[src/rtl/pq_pkg.sv]
// pq_pkg: shared types for the shift-register priority queue and its
// request adapter.
//   KEY_WIDTH / VAL_WIDTH : widths of one key and one value
//   kv_t                  : packed {key, val} pair, key in the MSBs
//   adapt_state_t         : adapter sequencing FSM states
//   pq_op_t               : command the adapter issues to the queue
package pq_pkg;

  localparam int KEY_WIDTH = 8;
  localparam int VAL_WIDTH = 8;

  typedef logic [KEY_WIDTH+VAL_WIDTH-1:0] kv_t;

  typedef enum logic [1:0] {IDLE, ISSUE, SETTLE, WAIT} adapt_state_t;

  typedef enum logic [1:0] {OP_ENQ, OP_DEQ, OP_BOTH} pq_op_t;

endpackage

[src/rtl/pq_req_fifo.sv]
// pq_req_fifo: synchronous FIFO of kv_t pairs buffering enqueue requests.
//   clk, rst_n : clock, synchronous active-low reset (flushes the FIFO)
//   push, din  : write din at the tail (ignored when full)
//   pop        : drop the head entry (ignored when empty)
//   head       : current head entry, meaningful while !empty
//   count      : occupancy 0..FIFO_DEPTH
//   full/empty : occupancy flags
module pq_req_fifo
  import pq_pkg::*;
#(
  parameter int FIFO_DEPTH = 4
) (
  input  logic                        clk,
  input  logic                        rst_n,
  input  logic                        push,
  input  kv_t                         din,
  input  logic                        pop,
  output kv_t                         head,
  output logic [$clog2(FIFO_DEPTH):0] count,
  output logic                        full,
  output logic                        empty
);

  localparam int AW = $clog2(FIFO_DEPTH);
  localparam int CW = AW + 1;

  kv_t            mem_q [FIFO_DEPTH];
  logic [AW-1:0]  wr_ptr_q, wr_ptr_d;
  logic [AW-1:0]  rd_ptr_q, rd_ptr_d;
  logic [CW-1:0]  count_q, count_d;
  logic           push_ok, pop_ok;

  assign full    = (count_q == CW'(FIFO_DEPTH));
  assign empty   = (count_q == '0);
  assign push_ok = push && !full;
  assign pop_ok  = pop && !empty;
  assign head    = mem_q[rd_ptr_q];
  assign count   = count_q;

  // Depth is a power of two, so the pointers wrap by plain overflow.
  always_comb begin
    wr_ptr_d = wr_ptr_q;
    rd_ptr_d = rd_ptr_q;
    count_d  = count_q;
    if (push_ok) wr_ptr_d = wr_ptr_q + 1'b1;
    if (pop_ok)  rd_ptr_d = rd_ptr_q + 1'b1;
    if (push_ok && !pop_ok) count_d = count_q + 1'b1;
    else if (!push_ok && pop_ok) count_d = count_q - 1'b1;
  end

  always_ff @(posedge clk) begin
    if (!rst_n) begin
      wr_ptr_q <= '0;
      rd_ptr_q <= '0;
      count_q  <= '0;
    end else begin
      wr_ptr_q <= wr_ptr_d;
      rd_ptr_q <= rd_ptr_d;
      count_q  <= count_d;
    end
  end

  // Storage needs no reset: entries are only read while counted valid.
  always_ff @(posedge clk) begin
    if (push_ok) mem_q[wr_ptr_q] <= din;
  end

endmodule

[src/rtl/pq_req_adapter.sv]
// pq_req_adapter: request adapter in front of the shift-register priority
// queue. Buffers enqueue pairs in a FIFO, holds one pending dequeue, and
// sequences enq / deq (/ combined) command pulses to the queue while
// honouring its busy/full/empty status. Dequeued pairs are returned on a
// valid/ready output.
//
// Build option: define PQ_ADAPT_COMBINE_EN to allow a single combined
// enq+deq command when a dequeue is pending and the FIFO is nonempty.
//
// Ports:
//   clk, rst_n            : clock, synchronous active-low reset
//   enq_valid/ready/kv    : enqueue stream in ({key,val})
//   deq_valid/ready       : one-shot dequeue request
//   out_valid/ready/kv    : dequeued pair out
//   fifo_count            : enqueue FIFO occupancy
//   pq_enq, pq_deq, pq_kvi: registered one-cycle commands to the queue
//   pq_kvo                : queue head
//   pq_busy/full/empty    : queue status
//
// state  | meaning
// IDLE   | waiting for !pq_busy and a legal operation
// ISSUE  | command pulse on pq_enq/pq_deq; head captured on dequeue
// SETTLE | one cycle for the queue to raise busy; busy ignored
// WAIT   | hold until the queue drops busy
module pq_req_adapter
  import pq_pkg::*;
#(
  parameter int FIFO_DEPTH = 4,
  parameter int KV_WIDTH   = KEY_WIDTH + VAL_WIDTH
) (
  input  logic                        clk,
  input  logic                        rst_n,
  input  logic                        enq_valid,
  output logic                        enq_ready,
  input  logic [KV_WIDTH-1:0]         enq_kv,
  input  logic                        deq_valid,
  output logic                        deq_ready,
  output logic                        out_valid,
  input  logic                        out_ready,
  output logic [KV_WIDTH-1:0]         out_kv,
  output logic [$clog2(FIFO_DEPTH):0] fifo_count,
  output logic                        pq_enq,
  output logic                        pq_deq,
  output logic [KV_WIDTH-1:0]         pq_kvi,
  input  logic [KV_WIDTH-1:0]         pq_kvo,
  input  logic                        pq_busy,
  input  logic                        pq_full,
  input  logic                        pq_empty
);

`ifdef PQ_ADAPT_COMBINE_EN
  localparam bit COMBINE_EN = 1'b1;
`else
  localparam bit COMBINE_EN = 1'b0;
`endif

  adapt_state_t state_q, state_d;
  pq_op_t       op_q, op_d;
  logic         pq_enq_q, pq_enq_d;
  logic         pq_deq_q, pq_deq_d;
  kv_t          pq_kvi_q, pq_kvi_d;
  logic         out_valid_q, out_valid_d;
  kv_t          out_kv_q, out_kv_d;
  logic         deq_pend_q, deq_pend_d;

  kv_t          fifo_head;
  logic         fifo_full, fifo_empty, fifo_push, fifo_pop;

  assign enq_ready  = !fifo_full;
  assign deq_ready  = !deq_pend_q && !out_valid_q;
  assign fifo_push  = enq_valid && enq_ready;
  assign out_valid  = out_valid_q;
  assign out_kv     = out_kv_q;
  assign pq_enq     = pq_enq_q;
  assign pq_deq     = pq_deq_q;
  assign pq_kvi     = pq_kvi_q;

  pq_req_fifo #(.FIFO_DEPTH(FIFO_DEPTH)) u_fifo (
    .clk   (clk),
    .rst_n (rst_n),
    .push  (fifo_push),
    .din   (enq_kv),
    .pop   (fifo_pop),
    .head  (fifo_head),
    .count (fifo_count),
    .full  (fifo_full),
    .empty (fifo_empty)
  );

  always_comb begin
    state_d     = state_q;
    op_d        = op_q;
    pq_enq_d    = 1'b0;
    pq_deq_d    = 1'b0;
    pq_kvi_d    = pq_kvi_q;
    out_valid_d = out_valid_q;
    out_kv_d    = out_kv_q;
    deq_pend_d  = deq_pend_q;
    fifo_pop    = 1'b0;

    if (out_valid_q && out_ready) out_valid_d = 1'b0;
    if (deq_valid && deq_ready)   deq_pend_d  = 1'b1;

    case (state_q)
      IDLE: begin
        // The pulses are registered, so the operation is chosen here and
        // the FIFO head is popped into pq_kvi on the way into ISSUE.
        if (!pq_busy) begin
          if (COMBINE_EN && deq_pend_q && !pq_empty && !fifo_empty) begin
            op_d = OP_BOTH;
            state_d = ISSUE;
          end else if (deq_pend_q && !pq_empty) begin
            op_d = OP_DEQ;
            state_d = ISSUE;
          end else if (!fifo_empty && !pq_full) begin
            op_d = OP_ENQ;
            state_d = ISSUE;
          end
          if (state_d == ISSUE) begin
            pq_enq_d = (op_d != OP_DEQ);
            pq_deq_d = (op_d != OP_ENQ);
            if (pq_enq_d) begin
              pq_kvi_d = fifo_head;
              fifo_pop = 1'b1;
            end
          end
        end
      end
      ISSUE: begin
        // Queue head is still the pre-dequeue value during the pulse.
        if (op_q != OP_ENQ) begin
          out_kv_d    = pq_kvo;
          out_valid_d = 1'b1;
          deq_pend_d  = 1'b0;
        end
        state_d = SETTLE;
      end
      SETTLE: state_d = WAIT;
      WAIT:   if (!pq_busy) state_d = IDLE;
      default: state_d = IDLE;
    endcase
  end

  always_ff @(posedge clk) begin
    if (!rst_n) begin
      state_q     <= IDLE;
      op_q        <= OP_ENQ;
      pq_enq_q    <= 1'b0;
      pq_deq_q    <= 1'b0;
      pq_kvi_q    <= '0;
      out_valid_q <= 1'b0;
      out_kv_q    <= '0;
      deq_pend_q  <= 1'b0;
    end else begin
      state_q     <= state_d;
      op_q        <= op_d;
      pq_enq_q    <= pq_enq_d;
      pq_deq_q    <= pq_deq_d;
      pq_kvi_q    <= pq_kvi_d;
      out_valid_q <= out_valid_d;
      out_kv_q    <= out_kv_d;
      deq_pend_q  <= deq_pend_d;
    end
  end

endmodule
[config.mk]
export PLATFORM = sky130hd
export DESIGN_NAME = pq_req_adapter
export DESIGN_NICKNAME = d
export VERILOG_FILES = /design/src/rtl/pq_pkg.sv /design/src/rtl/pq_req_fifo.sv /design/src/rtl/pq_req_adapter.sv
export SDC_FILE = /design/constraint.sdc
export NUM_CORES = 1
export LEC_CHECK = 0
export ABC_AREA = 1
export CORE_MARGIN = 8
export CORE_UTILIZATION = 45
export CTS_CLUSTER_DIAMETER = 200
export DETAILED_ROUTE_END_ITERATION = 10
export GPL_ROUTABILITY_DRIVEN = 0
export PLACE_DENSITY = 0.81
export SYNTH_ARGS = -nofsm -noshare
export SYNTH_HDL_FRONTEND = slang
export SYNTH_HIERARCHICAL = 1
export SYNTH_SLANG_ARGS = --single-unit
[constraint.sdc]
create_clock -name clk -period 4.4 [get_ports clk]
set_input_delay 1.32 -clock clk [delete_from_list [all_inputs] [get_ports clk]]
set_output_delay 1.32 -clock clk [all_outputs]
set_load 0.05 [all_outputs]
After elaboration in Yosys (flattened, before gate mapping)
Memory sizes are Yosys's and may differ from the RTL's. A register that Yosys moved wholly into a read port is not among the register bits.
Cells that the tools add are included.

storage, ports and cells
  output and inout bits = 40
  bits in registers = 31
  memories = 1
  RAM bits = 64
  bits of input ports = 40
  logic and storage cells = 81

cells by class
  mux-type cells = 25
  reductions and logical operators = 29
  equality and inequality tests = 8
  $add $sub $neg = 4
  bitwise operators = 4

memories
  name          depth  width  read ports  clocked after memory_dff  wr ports  RTL line           source
  u_fifo.mem_q  4      16     1           1                         1         pq_req_fifo.sv:27  kv_t mem_q [FIFO_DEPTH];

operators by type and width
  operator               number
  $mux W2                10
  $mux W1                12
  $logic_and A1 B1 Y1    10
  $logic_not A1 Y1       9
  $pmux W2 S4            1
  $mux W3                2
  $reduce_and A2 Y1      3
  $reduce_bool A2 Y1     3
  $add A2 B1 Y2 const B  2
  $eq A2 B1 Y1 const B   2
  $eq A2 B2 Y1 const B   2
  $ne A2 B2 Y1 const B   2
  $not A1 Y1             4
  $reduce_and A4 Y1      1
  $reduce_or A4 Y1       1
  $add A3 B1 Y3 const B  1
  $eq A3 B3 Y1 const B   1
  $logic_not A3 Y1       1
  $sub A3 B1 Y3 const B  1
  $logic_not A2 Y1       1
  $ne A2 B1 Y1 const B   1

Longest topological paths before layout
Gate-level depths: netlist (run 1).

  depth in word-level cells = 16
  mapped depth = 21
  depth with buffers taken out = 20

Modules after synthesis
Netlist (run 1), hierarchy kept.

modules (own cells, without submodules)
  module          cells an instance  area each (um2)  times used  sequential area each (um2)
  pq_req_fifo     224                2845.2           1           2102.0
  pq_req_adapter  237                1757.9           1           800.8

Worst setup path after synthesis (run 1)
No wires, ideal clock.

  kind = in2reg
  from = input pq_full
  to = register u_fifo.count_q[1] (netlist: u_fifo/count[1])
  setup slack = 1347 ps
  library setup time = 116 ps
  cell stages on the path = 14
  arrival = 2937 ps
  path buffers = 1
  cells stage by stage = inv_2 nand2_4 nand2_1 nand2_2 nand2_2 nand2_2 nor2_8 buf_6 nand2_1 ha_1 inv_1 fa_1 o21ai_0 nor2_1

between the ends
  word-level cells in the longest chain between the ends = 15

ends and longest elaborated chain
  element                  RTL line               source
  start: declaration       pq_req_adapter.sv:47   input logic pq_full,
  $logic_not A1 Y1 (*)     pq_req_adapter.sv:115  end else if (!fifo_empty && !pq_full) begin
  $logic_and A1 B1 Y1 (*)  pq_req_adapter.sv:115
  $mux W2                  pq_req_adapter.sv:115
  $mux W2                  pq_req_adapter.sv:112  end else if (deq_pend_q && !pq_empty) begin
  $mux W2                  pq_req_adapter.sv:108  if (!pq_busy) begin
  $mux W2                  pq_req_adapter.sv:104  case (state_q)
  $ne A2 B1 Y1             pq_req_adapter.sv:120  pq_enq_d = (op_d != OP_DEQ);
  $mux W1                  pq_req_adapter.sv:122  if (pq_enq_d) begin
  $mux W1 (*)              pq_req_adapter.sv:119  if (state_d == ISSUE) begin
  $mux W1 (*)              pq_req_adapter.sv:108
  $mux W1 (*)              pq_req_adapter.sv:104
  via fifo_pop             pq_req_adapter.sv:67   logic fifo_full, fifo_empty, fifo_push, fifo_pop;
  $logic_and A1 B1 Y1 (*)  pq_req_fifo.sv:36      assign pop_ok = pop && !empty;
  $logic_not A1 Y1 (*)     pq_req_fifo.sv:47      if (push_ok && !pop_ok) count_d = count_q + 1'b1;
  $logic_and A1 B1 Y1 (*)  pq_req_fifo.sv:47
  $mux W3 (*)              pq_req_fifo.sv:47
  via u_fifo.count_d[1]    pq_req_fifo.sv:30      logic [CW-1:0] count_q, count_d;
  end signal: assignment   pq_req_fifo.sv:59      count_q <= count_d;
  end: declaration         pq_req_fifo.sv:30

Mark *: on every way through the listed nets, which the timed path passes. The rest lies on a longest branch. The select of a mux whose other input is x is not followed.
A chain may end at the register's enable or synchronous reset.

Worst setup path in the final report (run 1)
  from = register u_fifo.count_q[1] (netlist: u_fifo/count[1])
  to = output enq_ready

between the ends
  word-level cells in the longest chain between the ends = 2

ends and longest elaborated chain
  element           RTL line              source
  $eq A3 B3 Y1      pq_req_fifo.sv:33     assign full = (count_q == CW'(FIFO_DEPTH));
  via fifo_full     pq_req_adapter.sv:67
  $logic_not A1 Y1  pq_req_adapter.sv:69  assign enq_ready = !fifo_full;
  end: declaration  pq_req_adapter.sv:34  output logic enq_ready,

The timed path passes the listed nets, and every way through them passes these cells.

==> results.yml, run 1 <==
final_layout:
  drive_above_1_share: 0.1052
  finalNetCount: 599
  antenna_cells: 0
  fill_cells: 773
  area_growth_pct: 31.48
  design_area_um2: 6052
  regArea_um2: 2903
  multi_input_area_um2: 1413
  fin_cells: 697
clock_network:
  clkTransAtPathRegs_ns: 0.06
  root_buffer: "clkbuf_8"
  cts_tree: "done"
  post_cts_buffers: 0
  clk_latency_ns: 0.51
  cts_buffers: 17
  htreeDepth: 4
  cts_buffer_depth: 2
  cts_sinks: 113
  ctsHoldBuffers: 0
  post_cts_resized: 0
logic_synthesis:
  syn_inst: 461
  yosysWarnings: 6
  synthTopCellsByArea: "edfxtp_1 (42%), dfxtp_1 (21%), nor2_1 (9.4%)"
  synth_most_common_cell: "nor2_1"
  netlist_area_um2: 4603
  syn_area_per_cell_um2: 9.985
  synth.distinct_cells: 28
  synth-edff-count: 64
  synth_top_cell_area_share: 0.4175
  ys_async_sr_fraction: 0
  syn_nets: 512
  netlist_top_cells_count: "nor2_1 (115), edfxtp_1 (64), dfxtp_1 (49), inv_1 (44), nand2_1 (36)"
  ys_seq_area_frac: 0.6306
  synth_area_leader_cell: "edfxtp_1"
  synthFlopType: "edfxtp_1"
  ys_ff_latch: 113
sta:
  relSlewSlack: 0.4633
  timing.final.crit_share: 0.7725
  setup_viol: 0
  fin_ws_ns: 1.001
  worst_pin_slew_ns: 0.8025
  max_freq_ghz: 0.2942
  period_minus_slack_ns: 3.399
  drv_slew: 0
  finClkSkew_ns: 0.01289
  tns_ns: 0
  hold_viol_final: 0
  holdWs_ns: 0.4795
  rsz0062_at_grt: "no"
critical_path:
  slowest_delay_ns: 0.79
  end_kind: "primary output"
  cp.required_ns: 3.08
  start_kind: "register"
  crit_fanout: 4
  crit_buf_inv: 3
  critPathArrivalTime_ns: 2.08
  path_cells: "nor2_1 -> nand2_1 -> inv_1 -> inv_1 -> clkdlybuf4s50_1"
  crit_slowest_cell: "clkdlybuf4s50_1"
  cpMostUsedCell: "inv_1"
  crit_type: "register to primary output"
  crit_family: "buffers and inverters"
global_routing:
  grt_usage: 0.1544
  first_global_vias: 3379
  grt_max_degree: 34
  antenna_found_initial: 0
  grt_pass1_wl_um: 16060
  overflow: 0
flow_run:
  drv_cap: 0
route:
  drt_iter0_markers: 258
  drtAntennaViolNets: 0
  post_drt_wl_per_cell_um: 14.71
  drt_wl_total_um: 10250
  viasPerCell: 4.934
  via_count: 3439
  first_pass_iters: 5
  drc: 0
status:
  outcome: "finished, final reports clean"
floorplanning:
  io_pins: 80
  core-area_um2: 10140
  initial_core_util: 0.4540
  die_w_um: 117.1
  die_h_um: 117.1
  rows: 37
  die_area_um2: 13720
place:
  dpl_cell_area_um2: 5513
  dp_slack_ns: 0.6757
  hpwl_um: 6824
  dp.cells: 665
  portBuffers: 79
power:
  vdd.ir_drop.worst_v: 0.0003088
  power.density_nw_per_um2: 651.9
  cellLeakagePower_nw: 2.350
worst_hold_path:
  hold_class: "register to register"
[worst paths after layout]
path,start,endpoint,slack [ns],cells past startpoint
max,u_fifo/count[1],enq_ready,1.00,5
min,out_kv[3],out_kv[3],0.48,2
min reg2reg,out_kv[3],out_kv[3],0.48,2
max reg2reg,u_fifo/count[1],u_fifo/count[1],1.78,16
[logic make-up after synthesis]
family / after synthesis / share of synthesized area
flip-flops: 113 / 0.6306
XOR/XNOR: 1 / 0.001903
adder cells (fa/ha/maj): 11 / 0.03153
AO/OA/AOI/OAI: 81 / 0.09568
AND/OR/NAND/NOR: 187 / 0.1778
buffers and inverters: 68 / 0.06252
[tightest hold or removal path, cell delays in order (launching register included)]
cell and delay (ns):
dfxtp_1 0.32, nor2_1 0.04, nor2_1 0.08
[final cells by class]
class,instances,area share
multi-input combinational,280,0.2334
clock buffer,17,0.06843
tap,136,0.02812
inverter,51,0.03163
clock inverter,15,0.02067
sequential,113,0.4796
timing repair buffer,85,0.1381
[per-stage QoR]
step	total power [mW]	utilization
6_report	3.945	0.5969
5_1_grt	4.162	0.5969
4_1_cts	3.975	0.5969
3_5_place_dp	2.744	0.5437
3_3_place_gp	2.697	0.5437
2_1_floorplan	2.364	-
[per-layer routing]
layer	up-vias	wire length, um	global-route usage
met1	1590	4204	0.1769
met5	-	0	0
li1	1705	-	-
met3	9	898	0.03746
met2	135	5062	0.2654
met4	0	87	0.07423
[layout by cell type (no fill, tap or decap)]
cell type / instances
o21ai_2: 1
a21oi_4: 1
o21ai_1: 28
fa_1: 1
o22ai_1: 16
nand2_4: 1
clkbuf_16: 16
nand3b_1: 1
ha_1: 10
nand3_4: 2
inv_2: 7
buf_4: 6
clkinvlp_4: 3
edfxtp_1: 64
xor2_1: 1
nand3_2: 2
clkinvlp_2: 1
clkinv_2: 1
nand2_2: 5
nand2_1: 36
inv_1: 44
o21ai_0: 26
nand3_1: 20
clkdlybuf4s50_1: 79
inv_8: 2
nor2_4: 1
nor3_1: 3
nor2_1: 115
clkbuf_8: 1
inv_6: 6
a21oi_1: 9
nor2_8: 1
clkinv_4: 2
dfxtp_1: 49
[power by group]
group	switching, mW	total (mW)	leakage (nW)	internal (mW)
clock network	0.509	1.21	0.256	0.706
registers	0.0937	1.41	0.985	1.32
logic	0.896	1.32	1.11	0.420
[state kept, by name (all words and copies together) (netlist names), named ones only]
register         cells
u_fifo/rd_ptr_q      2
pq_deq               1
out_valid            1
state_q              2
u_fifo/mem_q        64
deq_pend_q           1
u_fifo/wr_ptr_q      2
pq_kvi              16
u_fifo/count         3
op_q                 2
pq_enq               1
out_kv              16
Note: power is estimated with default switching activity, not from simulation.
==> run 2: changes to the inputs <==
Settings changed: PLACE_DENSITY 0.81 to 0.83.
Clock period 4.4 ns to 2.75 ns, I/O delays scaled along.
==> run 2 against run 1 <==
Effect of this change:
- sequential share of layout area down 2.1 points
- sequential power up 62%
- cell area up 4.5%
- largest power group is now clock
- highest routed layer unchanged
==> results.yml, run 2 (synthesized netlist as in run 1, its figures left out) <==
sta:
  holdWs_ns: 0.4849
  relSlewSlack: 0.5966
  max_freq_ghz: 0.3767
  drv_slew: 0
  worst_pin_slew_ns: 0.6049
  setup_viol: 0
  finClkSkew_ns: 0.009347
  hold_viol_final: 0
  rsz0062_at_grt: "no"
  period_minus_slack_ns: 2.655
  fin_ws_ns: 0.09539
  timing.final.crit_share: 0.9653
floorplanning:
  die_area_um2: 13720
  die_w_um: 117.1
  die_h_um: 117.1
  io_pins: 80
  core-area_um2: 10140
  rows: 37
  initial_core_util: 0.4540
clock_network:
  post_cts_buffers: 0
  root_buffer: "clkbuf_8"
  post_cts_resized: 0
  cts_buffers: 17
  clk_latency_ns: 0.51
  htreeDepth: 4
  cts_sinks: 113
  cts_buffer_depth: 2
  clkTransAtPathRegs_ns: 0.06
  cts_tree: "done"
  ctsHoldBuffers: 0
final_layout:
  final_cell_mix: "nor2_1 (115), clkdlybuf4s50_1 (78), edfxtp_1 (64)"
  largest_reg_flops: 64
  fin_util: 0.6238
  drive_above_1_share: 0.1206
  area_growth_pct: 37.40
  finalNetCount: 610
  antenna_cells: 0
  final_common_cell: "nor2_1"
  top_register: "u_fifo/mem_q"
critical_path:
  critPathArrivalTime_ns: 1.83
  slowest_delay_ns: 0.83
  cp.required_ns: 1.93
  path_cells: "nor2_1 -> clkdlybuf4s50_1"
  end_kind: "primary output"
  crit_type: "register to primary output"
  crit_fanout: 3
  crit_slowest_cell: "clkdlybuf4s50_1"
  start_kind: "register"
  crit_family: "buffers and inverters"
  crit_buf_inv: 1
place:
  dp_slack_ns: -0.2290
  hpwl_um: 7074
  portBuffers: 79
route:
  viasPerCell: 5.030
  drt_wl_total_um: 10780
  drc: 0
  drt_iter0_markers: 253
  first_pass_iters: 5
  drtAntennaViolNets: 0
  via_count: 3561
  post_drt_wl_per_cell_um: 15.22
global_routing:
  grt_max_degree: 33
  grt_pass1_wl_um: 16950
  overflow: 0
  grt_usage: 0.1638
  antenna_found_initial: 0
  first_global_vias: 3593
status:
  outcome: "finished, final reports clean"
power:
  power.density_nw_per_um2: 1107
  cellLeakagePower_nw: 2.491
  vdd.ir_drop.worst_v: 0.0004541
worst_hold_path:
  hold_class: "register to register"
flow_run:
  drv_cap: 0
-- run 2: cell count changes in the layout (fill, tap and decap cells not counted), moves of 2 or more --
cell,before,now
inv_6,6,0
buf_12,0,4
buf_4,6,14
clkbuf_8,1,3
clkinv_2,1,3
inv_8,2,0
bufinv_16,0,7
clkinv_4,2,0
clkbuf_1,0,2
clkinvlp_4,3,1
-- run 2: routing by layer --
layer	share of wire	track usage	vias up	routed length, um
met5	0	0	-	0
met4	0.015	0.08447	0	159
met3	0.090	0.05387	15	975
met2	0.48	0.2772	165	5200
met1	0.41	0.1805	1657	4442
li1	-	-	1724	-
-- run 2: layout make-up --
cell class / count / area [um^2]
fillers: 742 / 3814
flip-flops and latches: 113 / 2903
multi-input cells: 280 / 1413
repair buffers: 96 / 965.9
clock buffers: 21 / 449.2
clock inverters: 11 / 232.7
inverters: 51 / 191.4
well taps: 136 / 170.2
-- run 2: worst paths after layout --
kind | start | endpoint | slack [ns] | cells past startpoint
max | deq_pend_q | deq_ready | 0.1 | 2
min | pq_kvi[11] | pq_kvi[11] | 0.48 | 2
max reg2reg | u_fifo/count[0] | u_fifo/count[2] | 0.24 | 20
min reg2reg | pq_kvi[11] | pq_kvi[11] | 0.48 | 2
-- run 2: worst register-to-register path, stage by stage, from the launching register on --
cell	delay, ns
dfxtp_1	0.36
nor2_1	0.17
nand2_1	0.16
inv_1	0.11
inv_2	0.05
nand2_4	0.11
nand2_1	0.07
nand2_2	0.07
nand2_2	0.05
nand2_2	0.12
nor2_8	0.04
nand2_1	0.10
ha_1	0.17
inv_1	0.06
fa_1	0.38
inv_1	0.07
nand2_1	0.04
nand3_1	0.10
nand2_1	0.06
nand2_1	0.07
nor2_1	0.04
-- run 2: report_power, final --
group | internal, mW | switching (mW)
clock | 1.79 | 0.720
combinational | 0.754 | 1.45
sequential | 2.11 | 0.173
-- run 2: through the flow --
step,cell area (um^2),power [mW],setup TNS (ns),instances
2_1_floorplan,4603,3.783,0,461
5_1_grt,6325,7.327,0,708
3_5_place_dp,5643,4.492,-0.4312,676
3_3_place_gp,5643,4.422,-0.2406,676
4_1_cts,6325,7.034,0,708
6_report,6325,6.999,0,708
==> RTL change: new RTL, settings of run 1 <==
Make the reset (`rst_n`) asynchronous in 2 clocked blocks. Comments in the files are not updated.
--- a/src/rtl/pq_req_fifo.sv
+++ b/src/rtl/pq_req_fifo.sv
@@ -50,3 +50,3 @@
 
-  always_ff @(posedge clk) begin
+  always_ff @(posedge clk or negedge rst_n) begin
     if (!rst_n) begin
--- a/src/rtl/pq_req_adapter.sv
+++ b/src/rtl/pq_req_adapter.sv
@@ -143,3 +143,3 @@
 
-  always_ff @(posedge clk) begin
+  always_ff @(posedge clk or negedge rst_n) begin
     if (!rst_n) begin
Check against the original RTL: differs if rst_n is asserted again (counterexample within 4 cycles, from zero or initial values and one cycle with rst_n low); with rst_n held inactive, the same outputs for 4 cycles.
==> RTL change against run 1 <==
- sequential cell count shrank 2
- setup slack gained 0.12 ns
- total power grew 4.6%
- count of clock-buffer cells in the layout shrank 8
- routed wire length shrank 8.3%
- synthesized area grew 3.3%
- design area shrank 4.3%
- non-clock buffer count shrank 2
==> RTL change: results <==
grt:
  grt_pass1_vias: 3222
  grt.met1_usage_pct: 15.84
  grt_pass1_wl_um: 15490
  gr-usage-all-layers_pct: 13.65
  global_route.usage.met3_pct: 4.902
  grtUsageMet2_pct: 22.89
  grt_max_degree: 66
min_path:
  min_to: "out_kv[0]"
  min-delay-start: "out_kv[0]"
  hold_class: "flip-flop to flip-flop"
cells_and_area:
  n_fill_cell: 871
  largest-register: "u_fifo/mem_q"
  nets: 567
  drive_gt1_share_pct: 6.526
clock_tree:
  post_cts_buffers: 0
  numCtsBuffers: 9
  clock_latency_ns: 0.37
  clk_pin_slew_ns: 0.11
  cts_htree_levels: 3
synth:
  synth_xor_area_share_pct: 0.1842
  synth_enable_flop_cells: 64
  synth_fa_ha_area_share_pct: 3.052
  synthArstFlopShare_pct: 42.34
  ys_types: 30
  yosysSeqAreaShare_pct: 65.14
  synth_compound_area_share_pct: 8.156
  yosys-top-cells-count: "149 x nand2_1, 64 x edfxtp_1, 59 x inv_1, 47 x dfrtp_1, 30 x o211ai_1"
  synth_area_leaders: "edfxtp_1 40%, dfrtp_1 25%, nand2_1 12%"
  syn-num-nets: 488
power_and_ir_drop:
  intPower_uw: 2254
  combPwrFrac_pct: 46.6
  netSwitchingFraction_pct: 45.37
  leakagePower_uw: 0.002586
  clockPowerShare_pct: 14.1
  irDropWorstVdd_v: 0.0003283
route:
  wl_met3_um: 640
  route.met2.wl_um: 4637
  wirelength_um: 9399
  dr.pass1.iters: 4
  drt-met1-wl_um: 3991
  avgViaCountPerCell: 4.866
  drt-initial-drc-count: 156
worst_setup_path:
  crit_start: "u_fifo/count[0]"
  r2r_cells: 16
  r2r_end: "u_fifo/count[1]"
  rrSetupSlack_ns: 1.73
  worst-endpoint-arrival_ns: 1.96
  cp-endpoint: "enq_ready"
  slowest_stage: "clkdlybuf4s50_1"
timing:
  skew_ns: 0.01085
  tightest_slew_ns: 1.033
  timing.hold.ws_ns: 0.4923
placed_design:
  port_buffers: 79
  dp_hpwl_um: 6710
status:
  outcome: "finished, final reports clean"
## RTL change: cell count changes after synthesis, sizes merged, moves of 6 or more
cell,before,now
o22ai,16,0
inv,51,62
nor2,117,13
o21ai,55,20
a21oi,10,4
nand2,42,153
nand3,24,11
dfxtp,49,0
dfrtp,0,47
o211ai,0,32
## RTL change: stage by stage
step           instances  cell area (µm²)  worst slack [ns]
3_3_place_gp         641             5602            0.8515
3_5_place_dp         641             5602            0.7609
6_report             657             5794             1.123
2_1_floorplan        437             4756             1.414
4_1_cts              657             5794             1.093
5_1_grt              657             5794            0.9838
## RTL change: layout make-up
cell class | instances | area, µm² | share of cell area (%)
Clock buffer | 9 | 123.9 | 2.138
Timing Repair Buffer | 83 | 815.8 | 14.08
Clock inverter | 7 | 68.82 | 1.188
Sequential cell | 111 | 3098 | 53.47
Multi-Input combinational cell | 249 | 1285 | 22.18
Inverter | 62 | 232.7 | 4.016
Tap cell | 136 | 170.2 | 2.937
